**src/rtl/fifo_uart_tx_if.sv**
```systemverilog
// FIFO read-port bundle between the asynchronous FIFO and the UART transmitter.
// master = the consumer that pops; slave = the FIFO read side.
interface fifo_uart_tx_if #(
  parameter int DATA_WIDTH = 8
) ();
  logic                  rd_en;
  logic [DATA_WIDTH-1:0] buf_out;
  logic                  buf_empty;

  modport master (output rd_en, input buf_out, input buf_empty);
  modport slave  (input rd_en, output buf_out, output buf_empty);
endinterface

```
**src/rtl/fifo_uart_tx.sv**
```systemverilog
// Read-domain UART transmitter: pops bytes from the FIFO one at a time and shifts them
// out LSB first with one start bit and STOP_BITS stop bits, CLKS_PER_BIT clocks per bit.
module fifo_uart_tx #(
  parameter int DATA_WIDTH   = 8,
  parameter int CLKS_PER_BIT = 16,
  parameter int STOP_BITS    = 1
) (
  input  logic                clk_r,
  input  logic                rst,
  input  logic                tx_en,
  fifo_uart_tx_if.master      fifo,
  output logic                tx,
  output logic                busy,
  output logic [15:0]         frame_cnt
);

  localparam int BAUD_W = $clog2(CLKS_PER_BIT);
  localparam int IDX_W  = (DATA_WIDTH > 1) ? $clog2(DATA_WIDTH) : 1;

  localparam logic [BAUD_W-1:0] BAUD_LAST = BAUD_W'(CLKS_PER_BIT - 1);
  localparam logic [IDX_W-1:0]  DATA_LAST = IDX_W'(DATA_WIDTH - 1);
  localparam logic [IDX_W-1:0]  STOP_LAST = IDX_W'(STOP_BITS - 1);

  typedef enum logic [2:0] {
    IDLE  = 3'd0,
    FETCH = 3'd1,
    LOAD  = 3'd2,
    START = 3'd3,
    DATA  = 3'd4,
    STOP  = 3'd5
  } state_t;

  state_t                state, state_nxt;
  logic [BAUD_W-1:0]     baud, baud_nxt;
  logic [IDX_W-1:0]      idx, idx_nxt;
  logic [DATA_WIDTH-1:0] shift, shift_nxt;
  logic                  cnt_inc;
  logic                  tx_nxt;
  logic                  baud_end;
  logic                  can_fetch;

  assign baud_end  = (baud == BAUD_LAST);
  assign can_fetch = tx_en && !fifo.buf_empty;
  assign busy      = (state != IDLE);

  always_comb begin
    state_nxt = state;
    baud_nxt  = baud;
    idx_nxt   = idx;
    shift_nxt = shift;
    cnt_inc   = 1'b0;
    case (state)
      IDLE: begin
        if (can_fetch) state_nxt = FETCH;
      end
      FETCH: begin
        state_nxt = LOAD;
      end
      LOAD: begin
        // buf_out is valid here, one cycle after the rd_en pulse.
        shift_nxt = fifo.buf_out;
        baud_nxt  = '0;
        idx_nxt   = '0;
        state_nxt = START;
      end
      START: begin
        if (baud_end) begin
          baud_nxt  = '0;
          state_nxt = DATA;
        end else begin
          baud_nxt = baud + 1'b1;
        end
      end
      DATA: begin
        if (baud_end) begin
          baud_nxt = '0;
          if (idx == DATA_LAST) begin
            idx_nxt   = '0;
            state_nxt = STOP;
          end else begin
            idx_nxt   = idx + 1'b1;
            shift_nxt = shift >> 1;
          end
        end else begin
          baud_nxt = baud + 1'b1;
        end
      end
      STOP: begin
        // idx is reused to count stop bits.
        if (baud_end) begin
          baud_nxt = '0;
          if (idx == STOP_LAST) begin
            idx_nxt   = '0;
            cnt_inc   = 1'b1;
            state_nxt = can_fetch ? FETCH : IDLE;
          end else begin
            idx_nxt = idx + 1'b1;
          end
        end else begin
          baud_nxt = baud + 1'b1;
        end
      end
      default: begin
        state_nxt = IDLE;
      end
    endcase
  end

  // tx and rd_en are registered from the next state so both line up with the state register.
  always_comb begin
    tx_nxt = 1'b1;
    case (state_nxt)
      START:   tx_nxt = 1'b0;
      DATA:    tx_nxt = shift_nxt[0];
      default: tx_nxt = 1'b1;
    endcase
  end

  always_ff @(posedge clk_r or posedge rst) begin
    if (rst) begin
      state     <= IDLE;
      baud      <= '0;
      idx       <= '0;
      shift     <= '0;
      tx        <= 1'b1;
      fifo.rd_en <= 1'b0;
      frame_cnt <= 16'd0;
    end else begin
      state      <= state_nxt;
      baud       <= baud_nxt;
      idx        <= idx_nxt;
      shift      <= shift_nxt;
      tx         <= tx_nxt;
      fifo.rd_en <= (state_nxt == FETCH);
      if (cnt_inc) frame_cnt <= frame_cnt + 16'd1;
    end
  end

endmodule

```
**src/flat_wrapper.sv**
```systemverilog
// flat-port wrapper written by rule: the top's interface ports become plain ports
module fifo_uart_tx_flat 
#(
  parameter int DATA_WIDTH   = 8,
  parameter int CLKS_PER_BIT = 16,
  parameter int STOP_BITS    = 1
)
  (clk_r, rst, tx_en, tx, busy, frame_cnt, fifo_rd_en, fifo_buf_out, fifo_buf_empty);
  fifo_uart_tx_if #(.DATA_WIDTH(DATA_WIDTH)) fifo_i ();
  input  logic clk_r;
  input  logic rst;
  input  logic tx_en;
  output logic tx;
  output logic busy;
  output logic [15:0] frame_cnt;
  output wire logic [$bits(fifo_i.rd_en)-1:0] fifo_rd_en;
  input wire logic [$bits(fifo_i.buf_out)-1:0] fifo_buf_out;
  input wire logic [$bits(fifo_i.buf_empty)-1:0] fifo_buf_empty;
  assign fifo_rd_en = fifo_i.rd_en;
  assign fifo_i.buf_out = fifo_buf_out;
  assign fifo_i.buf_empty = fifo_buf_empty;
  fifo_uart_tx #(.DATA_WIDTH(DATA_WIDTH), .CLKS_PER_BIT(CLKS_PER_BIT), .STOP_BITS(STOP_BITS)) u_core (.clk_r(clk_r), .rst(rst), .tx_en(tx_en), .fifo(fifo_i), .tx(tx), .busy(busy), .frame_cnt(frame_cnt));
endmodule
```
**config.mk**
```make
export PLATFORM = sky130hd
export DESIGN_NAME = fifo_uart_tx_flat
export DESIGN_NICKNAME = d
export VERILOG_FILES = /design/src/rtl/fifo_uart_tx_if.sv /design/src/rtl/fifo_uart_tx.sv /design/src/flat_wrapper.sv
export SDC_FILE = /design/constraint.sdc
export NUM_CORES = 1
export LEC_CHECK = 0
export ABC_AREA = 1
export ABC_CLOCK_PERIOD_IN_PS = 1600
export CORE_AREA = 5 5 92 73
export DETAILED_ROUTE_END_ITERATION = 16
export DIE_AREA = 0 0 97 78
export PLACE_DENSITY = 0.66
export SLEW_MARGIN = 20
export SYNTH_ARGS = -nofsm -noshare
export SYNTH_HDL_FRONTEND = slang
export SYNTH_SLANG_ARGS = --single-unit
```
**constraint.sdc**
```tcl
create_clock -name clk_r -period 1.6 [get_ports clk_r]
set_clock_uncertainty 0.15 [all_clocks]
set_input_delay 0.16 -clock clk_r [delete_from_list [all_inputs] [get_ports clk_r]]
set_output_delay 0.16 -clock clk_r [all_outputs]
set_load 0.05 [all_outputs]
```
==> parameters.txt <==
Parameter                              Value

Status
  Result of the run    complete, but fails checks
  Violated checks    negative setup slack

Job
  Max cap viols    0

Clocking
  Clock-pin transition on the worst setup and hold timing paths    approximately 80 ps
  Clock root cell    sky130_fd_sc_hd__clkbuf_8
  Sinks on the clock net    36
  Clock latency on the worst-skew pair    290 ps
  Number of buffers inserted by hold repair at cts    0
  Number of buffers created by CTS    5
  H-tree levels    2
  CTS tree    yes
  Deepest clock path buffer count    2

Worst setup path
  End of the worst register-to-register path    u_core.state[0]$_DFF_PP0_
  Startpoint type of the worst setup path    flop
  First element of the critical path    u_core.baud[1]$_DFFE_PP0P_
  Worst R2R Path Depth    8
  CP Class    flop to flop
  Largest fanout on the critical path    6
  End point of the critical path    u_core.state[0]$_DFF_PP0_
  Register-to-register path setup slack    -60 ps
  Critical path data required time    around 1600 ps
  Worst reg2reg startpoint    u_core.baud[1]$_DFFE_PP0P_
  Kind of end point of the critical path    flop
  Worst path arrival time    approximately 1700 ps

Yosys
  Number of standard cells after synthesis    between 200 and 250
  Yosys warning count    0
  FF+latch count, synth    36
  Syn avg cell area    about 8 sq um
  Syn Nets    ~260
  Distinct cells, synth    25
  Mapped cell area    between 1500 and 2000 sq um
  Portion of the post-synthesis area used by sequential elements    0.470

Global routing
  Grt met3 use    0.0349
  First-pass GRT wire length    a little under 8000 um
  Pin count of the biggest net entering global routing    37
  Routing layer with the top usage in global route    met2
  Sum of overflow across all layers after global routing    0
  Number of antenna violations at the first check in global routing    0
  Met2 track demand over resource    0.191
  Via count of the first global-routing pass    roughly 1700
  Met1 Usage GRT    0.176
  All-layer global routing usage    0.127

Drt
  Count of nets left with antenna violations after detail routing    0
  Final routed wire length divided by cell count    12.6 um
  DRC violation count after routing    0
  Via count    about 1800
  Final wirelength    4790 um
  Detailed-router iteration count before antenna repair    4
  Drt via density    4.66
  Detailed Route Iter0 Violations    67

Timing
  Final setup margin    -61.3 ps
  Minimum clock period after layout    around 1700 ps
  Final count of negative-setup-slack endpoints    5
  Transition time at the pin with the least slew margin    around 280 ps
  Max transition margin    0.811
  Fin. max-slew vios    0
  Fin. Hold Viols    0
  RSZ-0062 raised after global routing    yes
  Post-route clock period utilization    1.04
  Summed negative setup slack over all endpoints    -213 ps
  Max Freq    roughly 0.6 GHz

Floorplanning
  Die outline width    ~97 um
  Starting Density    0.338
  Chip Height    about 78 um
  Placeable core region    ~5700 sq um
  Std-Cell Rows    24
  Area of the die    7570 sq um
  Boundary pin count    31

Pwr
  Power Total    roughly 1.8 mW
  Power density cells    around 620 nW/um^2
  Worst IR drop on VDD    roughly 0.33 mV
  Lkg Pwr    roughly 1.4 nW

Hold path
  Worst hold-check path type    primary input to async pin

Cells and area
  Nets    between 300 and 400
  Area Overhead vs Synth    51.5%
  Share of cells above drive strength 1    0.333
  Sequential cell area in the final layout    about 910 sq um
  Design area    between 2000 and 3000 sq um
  Count of antenna diodes in the layout    0
  Area of combinational cells with multiple inputs    about 1000 sq um
  Utilization after layout    0.512
  Number of fill cells    511

Place
  IO buf count    30
  Worst setup timing slack at the placement stage    -108 ps
  Half-perimeter wire length of the detailed placement result    3640 um
  Post-place instance area    2630 sq um
  Routability-driven placement congestion ratio    0.874
## per-stage QoR
stage                     hold slack, ps  instances
after floorplan                      131        238
after global placement               342        369
after detailed placement             362        369
after CTS                           73.4        379
after global routing                99.5        381
final                               64.1        381
## routing by layer
layer	part of all wire	vias up
met5	0	-
met2	0.44	48
li1	-	889
met3	0.059	10
met4	0.018	0
met1	0.48	828
## what timing repair did
| action | 4_1_cts | 5_1_grt |
|---|---|---|
| endpoints found under the setup margin | 17 | 29 |
| pin swaps | 3 | 10 |
| gates resized for setup | 10 | 30 |
| setup buffers | 2 | 2 |
## cell families after synthesis
logic type / share of synthesized area
and+or+nand+nor: 0.280
DFF: 0.470
buffers and inverters: 0.0763
AOI/OAI and AO/OA: 0.0769
xor gates and xnor gates: 0.0593
adders and majority gates: 0.0326
muxes: 0.00522
## sequential cells by signal, summed over array words and instances (netlist names)
register           cells
u_core.frame_cnt      16
u_core.shift           8
u_core.baud            4
u_core.idx             3
u_core.state           3
u_core.fifo.rd_en      1
u_core.tx              1
## critical path: stages, from the launching register on
cell and delay [ps]:
sky130_fd_sc_hd__dfrtp_1 350, sky130_fd_sc_hd__ha_2 210, sky130_fd_sc_hd__nand3_4 130, sky130_fd_sc_hd__buf_4 190, sky130_fd_sc_hd__o21ai_2 130, sky130_fd_sc_hd__nand2_1 70, sky130_fd_sc_hd__nor2_1 110, sky130_fd_sc_hd__nand2_1 80
sky130_fd_sc_hd__buf_4 140
## where the power goes
part	switching [mW]	internal [mW]	total (mW)
registers	0.00379	0.920	0.924
logic	0.0381	0.0415	0.0795
clock network	0.327	0.462	0.789
total	0.369	1.42	1.79
## how the worst min path moves through the flow
stage / start / to / slack [ps]
floorplan: fifo_buf_out[7] / u_core.shift[7]$_DFFE_PP0P_ / 130
global placement: u_core.idx[0]$_DFFE_PP0P_ / u_core.idx[0]$_DFFE_PP0P_ / 340
detailed placement: u_core.shift[0]$_DFF_PP0_ / u_core.shift[0]$_DFF_PP0_ / 360
CTS: rst / u_core.frame_cnt[13]$_DFFE_PP0P_ / 70
global route: rst / u_core.frame_cnt[10]$_DFFE_PP0P_ / 100
finish: rst / u_core.frame_cnt[13]$_DFFE_PP0P_ / 60
## cells in the mapped netlist, drive strengths merged
master | n | area (sq um)
a22o | 1 | 8.76
o22ai | 1 | 6.26
mux2i | 1 | 10.0
nor3 | 7 | 35.0
buf | 2 | 22.5
nor2 | 23 | 98.8
a21oi | 2 | 13.8
nand3 | 19 | 108
xnor2 | 4 | 35.0
o211ai | 2 | 15.0
dfstp | 1 | 26.3
o221ai | 5 | 43.8
dfrtp | 35 | 876
o21ai | 12 | 60.1
nand2 | 72 | 270
inv | 33 | 124
nand4 | 4 | 25.0
ha | 5 | 62.6
xor2 | 9 | 78.8
## final cells by class
cell class / instances / share of cell area
clock buffer: 6 / 0.0250
clock inverter: 2 / 0.0120
inverter: 33 / 0.0426
multi-input combinational: 167 / 0.346
sequential: 36 / 0.314
tap: 78 / 0.0336
timing repair buffer: 59 / 0.227
## layout by cell type, fill, tap and decap left out, types with 2 or more instances in the layout
master,synthesis,routed
sky130_fd_sc_hd__nand2_1,72,63
sky130_fd_sc_hd__buf_4,0,30
sky130_fd_sc_hd__inv_1,31,29
sky130_fd_sc_hd__dfrtp_1,35,26
sky130_fd_sc_hd__nand3_1,18,16
sky130_fd_sc_hd__buf_12,0,14
sky130_fd_sc_hd__nor2_1,20,13
sky130_fd_sc_hd__clkdlybuf4s50_1,0,11
sky130_fd_sc_hd__xor2_1,9,9
sky130_fd_sc_hd__dfrtp_2,0,9
sky130_fd_sc_hd__o21ai_0,9,7
sky130_fd_sc_hd__nor2_2,2,6
sky130_fd_sc_hd__nor3_1,7,6
sky130_fd_sc_hd__nand2_2,0,6
sky130_fd_sc_hd__clkbuf_8,0,5
sky130_fd_sc_hd__nor2_4,1,4
sky130_fd_sc_hd__inv_2,2,4
sky130_fd_sc_hd__nand4_1,4,4
sky130_fd_sc_hd__o21ai_1,3,4
sky130_fd_sc_hd__xnor2_1,4,4
sky130_fd_sc_hd__buf_6,2,4
sky130_fd_sc_hd__nand2_4,0,3
sky130_fd_sc_hd__o221ai_2,0,3
sky130_fd_sc_hd__ha_2,0,3
sky130_fd_sc_hd__nand3_2,0,2
sky130_fd_sc_hd__o211ai_1,2,2
sky130_fd_sc_hd__o221ai_1,5,2
Power figures use the tool's default switching activity.
